===== src/rtl/hazard_scoreboard_unit_pkg.sv =====
// Shared constants for the hazard scoreboard: producer latency classes and
// the forward-select encoding used by the ID_to_EX operand muxes.
package hazard_scoreboard_unit_pkg;

  // Result latency classes presented on id_lat_i.
  localparam int unsigned LAT_ALU  = 0;
  localparam int unsigned LAT_LOAD = 1;

  // Forward-select encoding: 0 = register file, k = post-EX stage k.
  typedef enum logic [1:0] {
    FW_NONE = 2'd0,
    FW_MEM  = 2'd1,
    FW_WB   = 2'd2
  } fw_sel_e;

  // Clamp a requested latency to the largest value the scoreboard accepts.
  function automatic int unsigned clamp_lat(input int unsigned lat, input int unsigned max_lat);
    if (lat > max_lat) begin
      return max_lat;
    end else begin
      return lat;
    end
  endfunction

endpackage


===== src/rtl/hazard_scoreboard_unit_sb_entry.sv =====
// One scoreboard slot: counts pipeline advances until its register's pending
// result becomes forwardable. Loads a new latency on issue, otherwise counts
// down to zero; everything holds while the pipeline is frozen.
module sb_entry
  import hazard_scoreboard_unit_pkg::*;
#(
  parameter int unsigned LAT_W = 3
) (
  input  logic             clk,
  input  logic             rst_n,
  input  logic             hold_i,
  input  logic             load_i,
  input  logic [LAT_W-1:0] load_val_i,
  output logic [LAT_W-1:0] cnt_o
);

  logic [LAT_W-1:0] cnt_d;
  logic [LAT_W-1:0] cnt_q;

  // Next count: freeze holds, a new producer overrides, otherwise saturating decrement.
  always_comb begin
    cnt_d = cnt_q;
    if (hold_i) begin
      cnt_d = cnt_q;
    end else if (load_i) begin
      cnt_d = load_val_i;
    end else if (cnt_q != {LAT_W{1'b0}}) begin
      cnt_d = cnt_q - LAT_W'(1);
    end else begin
      cnt_d = cnt_q;
    end
  end

  // Counter register, cleared by reset so no pending result survives it.
  always_ff @(posedge clk or negedge rst_n) begin
    if (!rst_n) begin
      cnt_q <= {LAT_W{1'b0}};
    end else begin
      cnt_q <= cnt_d;
    end
  end

  assign cnt_o = cnt_q;

endmodule


===== src/rtl/hazard_scoreboard_unit.sv =====
// Per-register pending-result scoreboard plus post-EX producer pipe. Produces
// stall/bubble and operand forward selects for the instruction sitting in ID.
module hazard_scoreboard_unit
  import hazard_scoreboard_unit_pkg::*;
#(
  parameter int unsigned NUM_REGS  = 32,
  parameter int unsigned REG_AW    = 5,
  parameter int unsigned MAX_LAT   = 4,
  parameter int unsigned LAT_W     = $clog2(MAX_LAT + 1),
  parameter int unsigned FWD_DEPTH = 2,
  parameter int unsigned FWD_W     = $clog2(FWD_DEPTH + 1)
) (
  input  logic              clk,
  input  logic              rst_n,
  input  logic              id_valid_i,
  input  logic [REG_AW-1:0] id_rs1_addr_i,
  input  logic [REG_AW-1:0] id_rs2_addr_i,
  input  logic              id_rs1_used_i,
  input  logic              id_rs2_used_i,
  input  logic [REG_AW-1:0] id_rd_addr_i,
  input  logic              id_reg_write_i,
  input  logic [LAT_W-1:0]  id_lat_i,
  input  logic              freeze_i,
  input  logic              flush_i,
  output logic              stall_o,
  output logic              bubble_o,
  output logic [FWD_W-1:0]  fwd_a_o,
  output logic [FWD_W-1:0]  fwd_b_o
);

  localparam logic [LAT_W-1:0] MAX_LAT_V = LAT_W'(MAX_LAT);
  localparam logic [FWD_W-1:0] FWD_NONE  = FWD_W'(FW_NONE);

  // Producer pipe: entry 0 is the instruction now in EX.
  logic [FWD_DEPTH-1:0]             pipe_valid_d;
  logic [FWD_DEPTH-1:0]             pipe_valid_q;
  logic [FWD_DEPTH-1:0][REG_AW-1:0] pipe_rd_d;
  logic [FWD_DEPTH-1:0][REG_AW-1:0] pipe_rd_q;

  logic [NUM_REGS-1:0] busy_s;
  logic                hazard_s;
  logic                issue_s;
  logic                wr_s;
  logic [LAT_W-1:0]    lat_sat_s;

  // Youngest matching producer wins, so scan oldest-first and let younger overwrite.
  function automatic logic [FWD_W-1:0] pick_fwd(
    input logic                             used,
    input logic [REG_AW-1:0]                rs,
    input logic [FWD_DEPTH-1:0]             vld,
    input logic [FWD_DEPTH-1:0][REG_AW-1:0] rds
  );
    logic [FWD_W-1:0] sel;
    sel = FWD_NONE;
    if (used && (rs != {REG_AW{1'b0}})) begin
      for (int k = FWD_DEPTH - 1; k >= 0; k--) begin
        if (vld[k] && (rds[k] == rs)) begin
          sel = FWD_W'(k + 1);
        end else begin
          sel = sel;
        end
      end
    end else begin
      sel = FWD_NONE;
    end
    return sel;
  endfunction

  // Register 0 is hardwired and never pending.
  assign busy_s[0] = 1'b0;

  for (genvar r = 1; r < NUM_REGS; r++) begin : g_entry
    logic [LAT_W-1:0] cnt_w;
    logic             load_w;

    assign load_w = wr_s & (id_rd_addr_i == REG_AW'(r));

    sb_entry #(
      .LAT_W (LAT_W)
    ) u_entry (
      .clk        (clk),
      .rst_n      (rst_n),
      .hold_i     (freeze_i),
      .load_i     (load_w),
      .load_val_i (lat_sat_s),
      .cnt_o      (cnt_w)
    );

    assign busy_s[r] = |cnt_w;
  end

  // Hazard detection, freeze > flush > hazard priority, and forward selects.
  always_comb begin
    if (id_lat_i > MAX_LAT_V) begin
      lat_sat_s = MAX_LAT_V;
    end else begin
      lat_sat_s = id_lat_i;
    end

    hazard_s = id_valid_i &
               ((id_rs1_used_i & (id_rs1_addr_i != {REG_AW{1'b0}}) & busy_s[id_rs1_addr_i]) |
                (id_rs2_used_i & (id_rs2_addr_i != {REG_AW{1'b0}}) & busy_s[id_rs2_addr_i]));

    stall_o  = hazard_s & ~flush_i & ~freeze_i;
    bubble_o = (hazard_s | flush_i) & ~freeze_i;
    issue_s  = id_valid_i & ~hazard_s & ~flush_i & ~freeze_i;
    wr_s     = issue_s & id_reg_write_i & (id_rd_addr_i != {REG_AW{1'b0}});

    fwd_a_o = pick_fwd(id_rs1_used_i, id_rs1_addr_i, pipe_valid_q, pipe_rd_q);
    fwd_b_o = pick_fwd(id_rs2_used_i, id_rs2_addr_i, pipe_valid_q, pipe_rd_q);
  end

  // Producer pipe advance: shift toward WB and capture the issuing writer in EX.
  always_comb begin
    pipe_valid_d = pipe_valid_q;
    pipe_rd_d    = pipe_rd_q;
    if (!freeze_i) begin
      for (int k = FWD_DEPTH - 1; k > 0; k--) begin
        pipe_valid_d[k] = pipe_valid_q[k-1];
        pipe_rd_d[k]    = pipe_rd_q[k-1];
      end
      pipe_valid_d[0] = wr_s;
      pipe_rd_d[0]    = wr_s ? id_rd_addr_i : {REG_AW{1'b0}};
    end else begin
      pipe_valid_d = pipe_valid_q;
      pipe_rd_d    = pipe_rd_q;
    end
  end

  // Producer pipe registers; reset empties every stage.
  always_ff @(posedge clk or negedge rst_n) begin
    if (!rst_n) begin
      pipe_valid_q <= {FWD_DEPTH{1'b0}};
      pipe_rd_q    <= {(FWD_DEPTH*REG_AW){1'b0}};
    end else begin
      pipe_valid_q <= pipe_valid_d;
      pipe_rd_q    <= pipe_rd_d;
    end
  end

endmodule


===== config.mk =====
export PLATFORM = sky130hd
export DESIGN_NAME = hazard_scoreboard_unit
export DESIGN_NICKNAME = d
export VERILOG_FILES = /design/src/rtl/hazard_scoreboard_unit_pkg.sv /design/src/rtl/hazard_scoreboard_unit_sb_entry.sv /design/src/rtl/hazard_scoreboard_unit.sv
export SDC_FILE = /design/constraint.sdc
export NUM_CORES = 1
export LEC_CHECK = 0
export CAP_MARGIN = 40
export CORE_MARGIN = 2
export CORE_UTILIZATION = 55
export DETAILED_ROUTE_END_ITERATION = 8
export GPL_TIMING_DRIVEN = 0
export PLACE_DENSITY = 0.73
export SLEW_MARGIN = 10
export SYNTH_ARGS = -nofsm -noshare
export SYNTH_HDL_FRONTEND = slang
export SYNTH_HIERARCHICAL = 1
export SYNTH_SLANG_ARGS = --single-unit

===== constraint.sdc =====
create_clock -name clk -period 4.1 [get_ports clk]
set_clock_uncertainty 0.05 [all_clocks]
set_input_delay 0.41 -clock clk [delete_from_list [all_inputs] [get_ports clk]]
set_output_delay 0.41 -clock clk [all_outputs]
set_load 0.01 [all_outputs]

After elaboration in Yosys (flattened, before gate mapping):

Index checks and enable logic that the tools add are counted.
Widths: inputs -> output; s select.

* $add $sub $neg: 31
* order comparisons: 3
* equal/unequal tests: 35
* mux-type cells: 74
* bitwise logic cells: 49
* reductions and logical operators: 133

Operators by type and width (count)
* $mux 3: 63
* $reduce_bool 3->1: 31
* $reduce_or 3->1: 31
* $sub 3x1->3 const B: 31
* $eq 5x5->1 const B: 16
* $reduce_and 2->1: 31
* $reduce_bool 2->1: 31
* $and 1x1->1: 44
* $eq 5x4->1 const B: 8
* $eq 5x3->1 const B: 4
* $eq 5x5->1: 4
* $reduce_bool 5->1: 3
* $lt 5x6->1 const B: 2
* $mux 2: 6
* $bmux 1 s5: 2
* $eq 5x2->1 const B: 2
* $logic_and 1x1->1: 6
* $eq 5x1->1 const B: 1
* $mux 5: 1
* $gt 3x3->1 const B: 1
* $not 1->1: 3
* $mux 1: 2
* $or 1x1->1: 2

* bits in registers: 105
* bits of input ports: 26
* output and inout bits: 6
* word-level logic and storage cells: 359

Depth between registers and ports, before layout:

* word-level depth: 15
* mapped depth: 12
* mapped depth without buffers: 10

Hierarchy:

The synthesis kept the hierarchy.

By module, submodules not included
* sb_entry: times used 31, cells each 22, area an instance 207.7 um^2, sequential area each 75.1 um^2
* hazard_scoreboard_unit: times used 1, cells each 258, area an instance 1869.3 um^2, sequential area each 300.3 um^2

Least setup slack after synthesis:

No wires, ideal clock.

* path kind: register to register
* from: register g_entry[20].u_entry.cnt_q[1]
* to: register g_entry[11].u_entry.cnt_q[0]
* arrival time: 2.968 ns
* required time: 3.962 ns
* path slack: 0.995 ns
* stages on the path, launching flop included: 11
* path buffers: 0
* cells stage by stage: dfrtp_1 or3_1 mux4_2 a2111oi_0 a41o_1 a31o_4 nand4_2 nor2_1 nor3b_2 or4_1 o21ai_0

* word-level cells in the longest chain between the ends: 15
* elaborated cells between the ends (all ways): 19
* classes of those cells: mux: 5; bitwise: 11; reduce/logical: 3

Ends and longest elaborated chain
* start, declared: line hazard_scoreboard_unit_sb_entry.sv:18 `logic [LAT_W-1:0] cnt_q;`
* start signal, assigned: line hazard_scoreboard_unit_sb_entry.sv:37 `cnt_q <= {LAT_W{1'b0}};`
* start signal, assigned: line hazard_scoreboard_unit_sb_entry.sv:39 `cnt_q <= cnt_d;`
* $reduce_or 3->1 (*): line hazard_scoreboard_unit.sv:89 `assign busy_s[r] = |cnt_w;`
* $bmux 1 s5 (on tied branches): line hazard_scoreboard_unit.sv:101, hazard_scoreboard_unit.sv:102
* $mux 1 (on tied branches): line hazard_scoreboard_unit.sv:101, hazard_scoreboard_unit.sv:102
* $and 1x1->1 (on tied branches): line hazard_scoreboard_unit.sv:101, hazard_scoreboard_unit.sv:102
* $or 1x1->1 (*): line hazard_scoreboard_unit.sv:101 `((id_rs1_used_i & (id_rs1_addr_i != {REG_AW{1'b0}}) & busy_s[id_rs1_addr_i]) |`
* $and 1x1->1 (*): line hazard_scoreboard_unit.sv:100 `hazard_s = id_valid_i &`
* $not 1->1 (*): line hazard_scoreboard_unit.sv:106 `issue_s = id_valid_i & ~hazard_s & ~flush_i & ~freeze_i;`
* $and 1x1->1 (*) (3 in a row): line hazard_scoreboard_unit.sv:106
* $and 1x1->1 (*) (2 in a row): line hazard_scoreboard_unit.sv:107 `wr_s = issue_s & id_reg_write_i & (id_rd_addr_i != {REG_AW{1'b0}});`
* $and 1x1->1 (*): line hazard_scoreboard_unit.sv:76 `assign load_w = wr_s & (id_rd_addr_i == REG_AW'(r));`
* via g_entry[11].load_w: line hazard_scoreboard_unit.sv:74 `logic load_w;`
* $reduce_bool 2->1 (no line)
* $reduce_and 2->1 (no line)
* end signal, assigned: line hazard_scoreboard_unit_sb_entry.sv:37
* end signal, assigned: line hazard_scoreboard_unit_sb_entry.sv:39
* end, declared: line hazard_scoreboard_unit_sb_entry.sv:18

The timed path passes the listed nets; every way through them passes the cells marked *. The select of a mux whose other input is x is not followed.
A chain may end at the register's enable or synchronous reset.

Worst setup path after layout:

* from: input port id_rs2_addr_i[2]
* to: output port bubble_o

* word-level cells in the longest chain between the ends: 7
* elaborated cells between the ends (all ways): 9
* classes of those cells: mux: 2; bitwise: 6; reduce/logical: 1

Ends and longest elaborated chain
* start, declared: line hazard_scoreboard_unit.sv:17 `input logic [REG_AW-1:0] id_rs2_addr_i,`
* $bmux 1 s5 or $reduce_bool 5->1 (tied branches): line hazard_scoreboard_unit.sv:102 `(id_rs2_used_i & (id_rs2_addr_i != {REG_AW{1'b0}}) & busy_s[id_rs2_addr_i]));`
* $mux 1 (implied by the code) or $and 1x1->1 (tied branches): line hazard_scoreboard_unit.sv:102
* $and 1x1->1 (*): line hazard_scoreboard_unit.sv:102
* $or 1x1->1 (*): line hazard_scoreboard_unit.sv:101
* $and 1x1->1 (*): line hazard_scoreboard_unit.sv:100
* $or 1x1->1 (*): line hazard_scoreboard_unit.sv:105 `bubble_o = (hazard_s | flush_i) & ~freeze_i;`
* $and 1x1->1 (*): line hazard_scoreboard_unit.sv:105
* end, declared: line hazard_scoreboard_unit.sv:26 `output logic bubble_o,`

Mark *: on every way between the ends. The rest lies on a longest branch, timed or not. The select of a mux whose other input is x is not followed.

==> run metrics <==
GRT overflow=0; type of the worst setup path=in2out; post-synth top area cell=dfrtp_1; Async SR Flop Fraction=1.00; dominant cell by count in the synthesized netlist=dfrtp_1; Post-Syn Instances=940; crit start category=primary input; Reg clk slew, reported paths=0.07 ns; fin crit period=3.93 ns; min-delay worst type=in2async; drt first pass iters=5; Starting Density=0.567; crit end category=output port; Critical Path AT=3.47 ns; final hold vios=0; final worst-path cycle share=0.960; synth unique cells=53; sw frac=0.430; chip height=127 um; max frequency=0.254 GHz; vias=7215; RePlAce Congestion=0.922; largest net degree at the start of global routing=117; Clock Latency Late Sink=0.37 ns; initial antenna violation count=0; vias per cell=6.16; IR Drop Worst-Case VDD=0.389 mV; setup violators final=0; vias in the first global route=6838; synthesis-to-layout area growth=11.2%; Synth Area per Inst=8.84 um2; run status=finished clean; worst slack, placed=-0.205 ns; # rows=44; P_sw=2.34 mW; Mapped Area=8310 um2; PwrDens=589 nW/um2; Die W=127 um; final wirelength=20800 um; crit-path max cell delay=0.60 ns; CP most frequent cell=clkdlybuf4s50_1; Slew HR=0.458; post-route insts no fill=1172; TritonCTS clock tree=yes; Int Pwr=3.10 mW; Final WS setup=0.166 ns; Clock H-tree levels=3; Total GRT Usage=0.268; share of layout cells above drive strength 1=0.147; total I/O pin count=32; sequential-to-total area share from yosys stat=0.316; Crit Path Max Fanout=10; WL/cell=17.7 um; top cell type's share of synthesized area=0.316; RSZ-0062 raised after global routing=no; antenna-violating nets left=0; Initial DRC Count=560; Clock Power Share=0.160; flops & latches, synth=105; Top FF cell, synth=dfrtp_1; final net count=1071; CP required=3.64 ns; slowest CP cell=clkdlybuf4s50_1; syn_nets=1028; Final HPWL DP=14500 um; number of antenna diodes=0; number of synthesized flops with an enable pin=0; Pleak=3.94 nW; Core Region=14600 um2; Max Cap Violations=0; Least-Margin Pin Slew=0.813 ns; Synth top cells by count=dfrtp_1, a21oi_1, inv_1; placed cells=1155; CTS sink count=105; Ys Warns=6; sequence of cells on the critical path=clkdlybuf4s50_1 > clkbuf_2 > nand2_1 > a21oi_1 > a31o_2 > o311ai_0 > nand3_1 > a311oi_1 > clkdlybuf4s50_1; first-pass GRT wire length=34600 um; die footprint=16100 um2; Comb pwr share=0.461; sequential share of power=0.379; Root Driver=clkbuf_16; pins over their slew limit=0; ranking of synthesized cells by area=dfrtp_1, ha_1, a21oi_1, o21ai_0, nor3b_2; total clock buffers created by CTS=9; Max Root-Sink Buffers=2; IO buf count=27; DRC=0
-- cell type report --
cell class	instances	area, um2
buffer	15	70.1
inverter	98	368
timing repair buffer	32	385
clock buffer	10	239
tap	184	230
clock inverter	6	50.0
sequential	105	2630
multi-input combinational	722	5270
fill	1319	5410
-- critical path: cells and delay by family --
family	cells	cell delay (ns)
compound gates	4	1.10
simple gates	2	0.62
buf+inv	3	1.33
-- state kept, by name, summed over array words and instances, names as in the netlist --
name,count
g_entry.u_entry/cnt_o,93
pipe_rd_q,10
pipe_valid_q,2
-- logic make-up (layout without fill, tap and decap cells) --
logic type | count (synthesis) | after routing | share of synthesized area
buffers and inverters | 113 | 161 | 0.0521
xor gates and xnor gates | 20 | 20 | 0.0211
muxes | 11 | 11 | 0.0172
adders and majority gates | 62 | 62 | 0.0934
and+or+nand+nor | 331 | 331 | 0.284
DFF | 105 | 105 | 0.316
AOI/OAI and AO/OA | 298 | 298 | 0.216
-- per-layer routing --
layer | GRT usage | vias to the layer above | routed length (um)
met2 | 0.423 | 182 | 9540
met1 | 0.383 | 3412 | 9950
met3 | 0.0413 | 24 | 970
li1 | - | 3597 | -
met5 | 0 | - | 0
met4 | 0.0776 | 0 | 334
-- what timing repair did --
action,4_1_cts,5_1_grt
hold buffers,1,0
setup endpoints to repair,0,23
resized for setup,0,6
setup buffers,0,0
hold endpoints to repair,46,0
-- worst paths after layout --
check                      slack [ns]                                        to  cells past startpoint                                      from
setup reg to reg                 0.19  g_entry[25].u_entry/cnt_o[0]$_DFFE_PN0P_                     10  g_entry[22].u_entry/cnt_o[1]$_DFFE_PN0P_
max in group asynchronous        2.86   g_entry[8].u_entry/cnt_o[1]$_DFFE_PN0P_                      3                                     rst_n
setup / recovery                 0.17                                  bubble_o                      9                          id_rs2_addr_i[2]
hold / removal                   0.49   g_entry[2].u_entry/cnt_o[0]$_DFFE_PN0P_                      2                                     rst_n
hold reg to reg                  0.49  g_entry[20].u_entry/cnt_o[1]$_DFFE_PN0P_                      2  g_entry[20].u_entry/cnt_o[1]$_DFFE_PN0P_
min in group clk                 0.49  g_entry[20].u_entry/cnt_o[1]$_DFFE_PN0P_                      2  g_entry[20].u_entry/cnt_o[1]$_DFFE_PN0P_
-- power by group through the flow --
stage | logic, mW | clock network [mW] | registers, mW
6_report | 2.51 | 0.873 | 2.06
5_1_grt | 2.91 | 0.927 | 2.14
4_1_cts | 2.50 | 0.892 | 2.06
3_5_place_dp | 2.49 | 0 | 2.06
3_3_place_gp | 2.38 | 0 | 2.06
2_1_floorplan | 1.96 | 0 | 1.92
-- per-stage QoR --
step                TNS, ns   util  hold slack (ns)  cell area, um2  power [mW]
floorplan                 0      -           0.0644            8310        3.88
global placement    -543.97  0.602            0.479            8810        4.45
detailed placement    -2.46  0.610            0.336            8930        4.55
CTS                       0  0.630            0.495            9230        5.44
global route              0  0.631            0.533            9240        5.98
finish                    0  0.631            0.486            9240        5.44
-- placed cells by master (no fill, tap or decap), types with 31 or more instances in the layout --
| cell type | Yosys | final |
|---|---|---|
| dfrtp_1 | 105 | 105 |
| a21oi_1 | 101 | 101 |
| o21ai_0 | 97 | 97 |
| nor3b_2 | 31 | 31 |
| nor2_1 | 74 | 73 |
| ha_1 | 62 | 62 |
| and2b_2 | 31 | 31 |
| inv_1 | 98 | 98 |
| or4_1 | 33 | 33 |
| o31ai_1 | 35 | 35 |
| and3b_2 | 31 | 31 |
| a211oi_1 | 36 | 36 |
| nor4b_1 | 34 | 34 |
Note: power is estimated with default switching activity, not from simulation.
